==> config.mk <==
export PLATFORM = sky130hd
export DESIGN_NAME = sum_accum
export DESIGN_NICKNAME = d
export VERILOG_FILES = /design/src/rtl/sum_accum_pkg.sv /design/src/rtl/sum_accum_sat_add.sv /design/src/rtl/sum_accum.sv
export SDC_FILE = /design/constraint.sdc
export NUM_CORES = 1
export LEC_CHECK = 0
export ABC_AREA = 1
export BUFFER_PORTS_ARGS = -buffer_cell sky130_fd_sc_hd__buf_2
export CAP_MARGIN = 20
export CELL_PAD_IN_SITES_DETAIL_PLACEMENT = 1
export CELL_PAD_IN_SITES_GLOBAL_PLACEMENT = 2
export CORE_MARGIN = 10
export CORE_UTILIZATION = 31
export DETAILED_ROUTE_END_ITERATION = 8
export PLACE_DENSITY = 0.86
export SYNTH_ARGS = -nofsm -noshare
export SYNTH_HDL_FRONTEND = slang
export SYNTH_SLANG_ARGS = --single-unit
==> constraint.sdc <==
create_clock -name clk -period 2.95 [get_ports clk]
set_input_delay 0.1475 -clock clk [delete_from_list [all_inputs] [get_ports clk]]
set_output_delay 0.1475 -clock clk [all_outputs]
set_load 0.05 [all_outputs]
==> src/rtl/sum_accum_pkg.sv <==
// Shared types and constants for the frame-summing accumulator.
package sum_accum_pkg;

    localparam int SUM_W = 7;
    localparam int CNT_W = 8;

    typedef enum logic [1:0] {
        IDLE  = 2'd0,
        ACCUM = 2'd1,
        DONE  = 2'd2
    } state_e;

endpackage

==> src/rtl/sum_accum_sat_add.sv <==
// Combinational accumulator adder with an overflow output.
// SUM_ACCUM_SAT_EN selects whether an overflowing result clamps or wraps.
module sum_accum_sat_add
    import sum_accum_pkg::*;
#(
    parameter int ACC_W = 10
) (
    input  logic [ACC_W-1:0] a_i,
    input  logic [SUM_W-1:0] b_i,
    output logic [ACC_W-1:0] sum_o,
    output logic             ovf_o
);

    logic [ACC_W:0] full;

    assign full  = {1'b0, a_i} + {{(ACC_W+1-SUM_W){1'b0}}, b_i};
    assign ovf_o = full[ACC_W];

`ifdef SUM_ACCUM_SAT_EN
    assign sum_o = ovf_o ? {ACC_W{1'b1}} : full[ACC_W-1:0];
`else
    assign sum_o = full[ACC_W-1:0];
`endif

endmodule

==> src/rtl/sum_accum.sv <==
// Accumulates FRAME_LEN accepted sums into one frame total with a valid/ready result port.
// Optional clamping on overflow is enabled by defining SUM_ACCUM_SAT_EN.
module sum_accum
    import sum_accum_pkg::*;
#(
    parameter int FRAME_LEN = 4,
    parameter int ACC_W     = 10
) (
    input  logic             clk,
    input  logic             reset,
    input  logic             clear,
    input  logic             in_valid,
    input  logic [SUM_W-1:0] in_sum,
    output logic             in_ready,
    output logic             out_valid,
    input  logic             out_ready,
    output logic [ACC_W-1:0] out_acc,
    output logic             drop_flag,
    output logic             sat_flag
);

`ifdef SUM_ACCUM_SAT_EN
    localparam logic SAT_EN = 1'b1;
`else
    localparam logic SAT_EN = 1'b0;
`endif
    localparam logic [CNT_W-1:0] FRAME_LEN_C = CNT_W'(FRAME_LEN);

    state_e             state_q, state_d;
    logic [ACC_W-1:0]   acc_q, acc_d;
    logic [CNT_W-1:0]   cnt_q, cnt_d;
    logic               drop_q, drop_d;
    logic               sat_q, sat_d;

    logic               accept, handshake, new_frame;
    logic [ACC_W-1:0]   add_a, add_sum;
    logic [CNT_W-1:0]   base_cnt;
    logic               add_ovf;

    assign in_ready  = (state_q != DONE) | out_ready;
    assign out_valid = (state_q == DONE);
    assign out_acc   = acc_q;
    assign drop_flag = drop_q;
    assign sat_flag  = sat_q;

    assign accept    = in_valid & in_ready & ~clear;
    assign handshake = (state_q == DONE) & out_ready;
    // A result leaving this cycle frees the accumulator for a same-cycle first sample.
    assign new_frame = (state_q == IDLE) | handshake;
    assign add_a     = handshake ? '0 : acc_q;
    assign base_cnt  = handshake ? '0 : cnt_q;

    sum_accum_sat_add #(.ACC_W(ACC_W)) u_add (
        .a_i   (add_a),
        .b_i   (in_sum),
        .sum_o (add_sum),
        .ovf_o (add_ovf)
    );

    always_comb begin
        state_d = state_q;
        acc_d   = acc_q;
        cnt_d   = cnt_q;
        drop_d  = drop_q;
        sat_d   = sat_q;
        if (clear) begin
            state_d = IDLE;
            acc_d   = '0;
            cnt_d   = '0;
            drop_d  = 1'b0;
            sat_d   = 1'b0;
        end else begin
            if (in_valid && !in_ready) begin
                drop_d = 1'b1;
            end
            if (accept) begin
                acc_d   = add_sum;
                cnt_d   = base_cnt + 1'b1;
                state_d = (cnt_d == FRAME_LEN_C) ? DONE : ACCUM;
                sat_d   = (new_frame ? 1'b0 : sat_q) | (add_ovf & SAT_EN);
            end else if (handshake) begin
                state_d = IDLE;
                acc_d   = '0;
                cnt_d   = '0;
            end
        end
    end

    always_ff @(posedge clk or posedge reset) begin
        if (reset) begin
            state_q <= IDLE;
            acc_q   <= '0;
            cnt_q   <= '0;
            drop_q  <= 1'b0;
            sat_q   <= 1'b0;
        end else begin
            state_q <= state_d;
            acc_q   <= acc_d;
            cnt_q   <= cnt_d;
            drop_q  <= drop_d;
            sat_q   <= sat_d;
        end
    end

endmodule

# Word level (Yosys, flattened, before mapping)
# Cells that the tools add are included.
[word_totals]
reg_bits = 22
output_inout_bits = 14
[op_classes]
addsub = 2
n_eq_ne = 3
mux = 15
bitwise = 6
n_reduce_logical = 8
[ops]
columns = ["op", "n"]
rows = [
  ["$mux 10", 3],
  ["$mux 8", 3],
  ["$add 10x7->10", 1],
  ["$add 8x1->8 const B", 1],
  ["$eq 8x3->1 const B", 1],
  ["$mux 2", 4],
  ["$reduce_bool 2->1", 3],
  ["$mux 1", 5],
  ["$and 1x1->1", 3],
  ["$reduce_bool 3->1", 1],
  ["$eq 2x2->1 const B", 1],
  ["$logic_not 2->1", 1],
  ["$ne 2x2->1 const B", 1],
  ["$or 1x1->1", 2],
  ["$reduce_and 2->1", 1],
  ["$logic_and 1x1->1", 1],
  ["$logic_not 1->1", 1],
  ["$not 1->1", 1],
]

# Depth between registers and ports, before layout
[depth]
word_depth = 8
ltp_mapped = 16
mapped_depth_nobuf = 14

# By module
# A second synthesis with hierarchy kept.
[hier_totals]
cells_unflattened = 228
hier_area_um2 = 1629.1
[by_module_without_submodules]
columns = ["mod", "n_inst", "cells_each", "area_per_inst_um2"]
rows = [
  ["sum_accum", 1, 149, 1191.1],
  ["sum_accum_sat_add", 1, 79, 437.9],
]

# Least setup slack after synthesis
# OpenSTA, ideal clock, no wires.
[synth_timing]
path_kind = "register to register"
from = "register state_q[1]"
to = "register state_q[1]"
setup_ns = 0.118
t_arrival_ns = 2.168
t_required_ns = 2.832
path_slack_ns = 0.664
path_stages_with_launch = 9
n_path_buf = 1
synth_period_minus_slack_ns = 2.286
cell_sequence = "dfrtp_1 -> inv_1 -> nor2_1 -> nand2_2 -> nand2_4 -> nor2_4 -> buf_2 -> nand4_1 -> nand2_1"
[synth_via]
elab_chain_len = 8
word_cells_on_any_way = 13
cone_classes = "1 x add/sub; 3 x eq/ne; 4 x mux; 4 x bitwise; 1 x reduce/logical"
[synth_rtl]
columns = ["element", "line", "text"]
rows = [
  ["start: declaration", "sum_accum.sv:29", "state_e state_q, state_d;"],
  ["start signal: assignment", "sum_accum.sv:97", "state_q <= state_d;"],
  ["$eq 2x2->1 *", "n/a", ""],
  ["named net out_valid", "sum_accum.sv:15", "output logic out_valid,"],
  ["$and 1x1->1 *", "sum_accum.sv:47", "assign handshake = (state_q == DONE) & out_ready;"],
  ["$mux 8", "n/a", ""],
  ["$add 8x1->8", "sum_accum.sv:78", "cnt_d = base_cnt + 1'b1;"],
  ["$eq 8x3->1", "sum_accum.sv:79", "state_d = (cnt_d == FRAME_LEN_C) ? DONE : ACCUM;"],
  ["$mux 2", "sum_accum.sv:79", ""],
  ["$mux 2", "sum_accum.sv:76", "if (accept) begin"],
  ["$mux 2", "sum_accum.sv:66", "if (clear) begin"],
]
# The timed path passes the listed nets; every way through them passes the cells marked *.
# A chain may end at the register's enable or synchronous reset.

# Final worst setup path
[layout_timing]
from = "register state_q[0]"
to = "register acc_q[8] (netlist: out_acc[8])"
[layout_via]
elab_chain_len = 6
word_cells_on_any_way = 10
cone_classes = "1 x add/sub; 2 x eq/ne; 3 x mux; 4 x bitwise"
[layout_rtl]
columns = ["element", "line", "text"]
rows = [
  ["$eq 2x2->1 / $ne 2x2->1 (equally long branches)", "sum_accum.sv:47, sum_accum.sv:40", ""],
  ["$and 1x1->1 / $or 1x1->1 (equally long branches)", "sum_accum.sv:47, sum_accum.sv:40", ""],
  ["$mux 10 / $and 1x1->1 (equally long branches)", "n/a", ""],
  ["$add 10x7->10 / $and 1x1->1 (equally long branches)", "sum_accum_sat_add.sv:16, sum_accum.sv:46", ""],
  ["$mux 10 *", "sum_accum.sv:76", ""],
  ["$mux 10 *", "sum_accum.sv:66", ""],
  ["named net acc_d[8]", "sum_accum.sv:30", "logic [ACC_W-1:0] acc_q, acc_d;"],
  ["end signal: assignment", "sum_accum.sv:92", "acc_q <= '0;"],
  ["end signal: assignment", "sum_accum.sv:98", "acc_q <= acc_d;"],
  ["end: declaration", "sum_accum.sv:30", ""],
]
# Marked as above.

==> results.py <==
metrics = {
    "final_layout": {
        "layout.nets": 251,
        "syn2layout_area_growth_pct": 13.0,
        "seq_area_um2": 526,
        "fill_cells": 609,
        "layout-drive-gt1-share": 0.157,
        "multi_input_area_um2": 797,
        "diodes": 0,
        "postLayoutCoreUtil": 0.359,
    },
    "yosys": {
        "synth-simple-area-share": 0.327,
        "syn_area_mm2": 0.00148,
        "synthXorXnorAreaFrac": 0.0237,
        "synth.top_cell.area_share": 0.355,
        "synth_seq_cells": 21,
        "synth_seq_area_share": 0.355,
        "synth_cell_types": 28,
        "synth_top_area_cell": "dfrtp_1",
        "synthTopCellsByArea": "dfrtp_1 (36%), nand2_1 (15%), inv_1 (7.9%), nand3_1 (6.4%), ha_1 (5.9%)",
        "muxShareOfSynthArea": 0,
        "synth_top_family_by_area": "simple AND/OR/NAND/NOR gates",
        "synth_compound_area_frac": 0.113,
        "syn-instance-count": 208,
        "synth-adder-area-share": 0.0728,
        "syn-num-nets": 228,
        "yosysWarnings": 0,
        "synth.avg_cell_area_um2": 7.11,
    },
    "worst_setup_path": {
        "cp-end-kind": "register",
        "critPathMaxFanout": 26,
        "worstPathArrival_ns": 2.52,
        "reg2regPathDepth": 12,
        "start_kind": "register",
        "worstSetupPathType": "reg -> reg",
        "required_ns": 3.12,
    },
    "clocking": {
        "cts_htree_levels": 1,
        "worstSkewPairLatency_ns": 0.27,
        "post_cts_resized": 0,
        "clock-sinks": 21,
        "root_buffer": "clkbuf_8",
        "cts_buffers": 3,
        "postCtsSetupRepairBufs": 0,
        "hold_buffers": 0,
        "clk_pin_slew_ns": 0.08,
        "cts_tree": "done",
        "clock_path_buffers": 2,
    },
    "sta": {
        "fmax_mhz": 425,
        "setup_violations": 0,
        "worst_clock_skew_ns": 0.00678,
        "fin_crit_ns": 2.35,
        "whs_ns": 0.0298,
        "relSlewSlack": 0.447,
        "worst_slack_ns": 0.596,
        "rsz0062_at_grt": "false",
        "post-route-period-util": 0.798,
        "final_max_slew_viol_count": 0,
        "worst_pin_slew_ns": 0.829,
        "hold_viol": 0,
        "final.setup.tns_ns": 0,
    },
    "routing": {
        "drc": 0,
        "vias_per_cell": 4.89,
        "wl_per_cell_um": 14.0,
        "wirelength_mm": 3.98,
        "first_pass_iters": 4,
        "first_iter_violations": 58,
        "vias": 1390,
        "ant_nets": 0,
    },
    "place": {
        "place_congestion": 0.716,
        "dp_slack_ns": 0.615,
        "hpwl_mm": 3.04,
        "port_buffers": 24,
    },
    "pwr": {
        "sw_frac_of_total": 0.352,
        "clkPwrFrac": 0.278,
        "p_sw_mw": 0.247,
        "p_int_mw": 0.455,
        "power_frac_comb": 0.276,
        "power_frac_seq": 0.446,
        "total_power_mw": 0.702,
        "p_leak_nw": 0.960,
        "vdd_drop_max_uv": 141,
        "p_per_area_mw_per_mm2": 420,
    },
    "global_routing": {
        "grt_start_max_net_pins": 27,
        "overflow": 0,
        "grt_use_total": 0.107,
        "grt_pass1_wl_mm": 6.74,
        "antenna_found_initial": 0,
        "grt_pass1_vias": 1444,
    },
    "min_path": {
        "hold_path_class": "in -> async",
    },
    "die": {
        "initial_core_util": 0.317,
        "core-area_mm2": 0.00466,
        "die-area_mm2": 0.00793,
        "chipHeight_um": 89.1,
        "io_pins": 26,
        "die_width_um": 89.1,
        "row_count": 25,
    },
    "job": {
        "cap_violations": 0,
    },
    "outcome": {
        "status": "finished, final reports clean",
    },
}
[metal layers]
metal | part of all wire | global-route usage | vias to the layer above | wire (µm)
met5 | 0 | 0 | - | 0
met4 | 0.021 | 0.0477 | 0 | 82
met3 | 0.026 | 0.0164 | 7 | 104
met2 | 0.49 | 0.195 | 11 | 1960
met1 | 0.46 | 0.120 | 659 | 1840
li1 | - | - | 713 | -
[registers in the layout (all words and copies together) (netlist names)]
name and count:
state_q 2, cnt_q 8, drop_flag 1, out_acc 10
[synth_stat cells (all sizes together)]
cell type  instances
a21o               1
nand4              5
buf                5
a31oi              1
nand2             63
nand3b             1
dfrtp             21
conb               1
o21ai             12
clkbuf             1
ha                 7
nor2              16
xor2               4
inv               31
a21oi             11
o22ai              5
fa                 1
a211oi             1
nor3               1
nand3             20
[final cells by class]
cell class / instances / area share
repair buffers: 24 / 0.0719
multi-input cells: 150 / 0.477
clock buffers: 4 / 0.0269
well taps: 54 / 0.0404
inverters: 31 / 0.0696
flip-flops and latches: 21 / 0.314
[worst max-delay path: stages (launching register included)]
cell and delay (ns):
dfrtp_1 0.40, inv_1 0.09, nand3_4 0.26, nand2_1 0.19
inv_1 0.06, ha_1 0.21, fa_1 0.43, nand3_1 0.13
nand3_1 0.13, nand3_1 0.10, nand2_1 0.06, a21oi_1 0.13
nor2_1 0.06
[final timing paths]
path | startpoint | endpoint | slack, ns
setup / recovery | state_q[0] | out_acc[8] | 0.60
hold / removal | reset | out_acc[9] | 0.03
setup reg to reg | state_q[0] | out_acc[8] | 0.60
hold reg to reg | drop_flag | drop_flag | 0.51
max in group asynchronous | reset | out_acc[1] | 2.40
min in group clk | clear | drop_flag | 0.18
[per-stage QoR]
step | area (µm²) | std cells
after floorplan | 1480 | 208
after global placement | 1630 | 280
after detailed placement | 1630 | 280
after CTS | 1670 | 284
after global routing | 1670 | 284
final | 1670 | 284
[cells by family after synthesis]
group / count (synthesis)
other: 1
adders and majority gates: 8
AOI/OAI and AO/OA: 31
DFF: 21
xor gates and xnor gates: 4
buffers and inverters: 37
and+or+nand+nor: 106
[layout by cell type (no fill, tap or decap), types with 2 or more instances in the layout]
cell type / n
o21ai_0: 10
nand2_2: 4
xor2_1: 4
buf_2: 24
o22ai_1: 5
inv_1: 31
nor2_1: 13
nand3_1: 19
clkbuf_8: 3
ha_1: 7
a21oi_1: 11
o21ai_1: 2
nor2_2: 2
nand2_1: 58
dfrtp_1: 21
nand4_1: 5
[power groups by stage]
stage / registers, mW / logic (mW) / clock network [mW]
floorplan: 0.353 / 0.110 / 0
global placement: 0.318 / 0.194 / 0
detailed placement: 0.319 / 0.197 / 0
CTS: 0.313 / 0.198 / 0.197
global route: 0.315 / 0.221 / 0.213
finish: 0.313 / 0.194 / 0.195
Power figures use the tool's default switching activity.
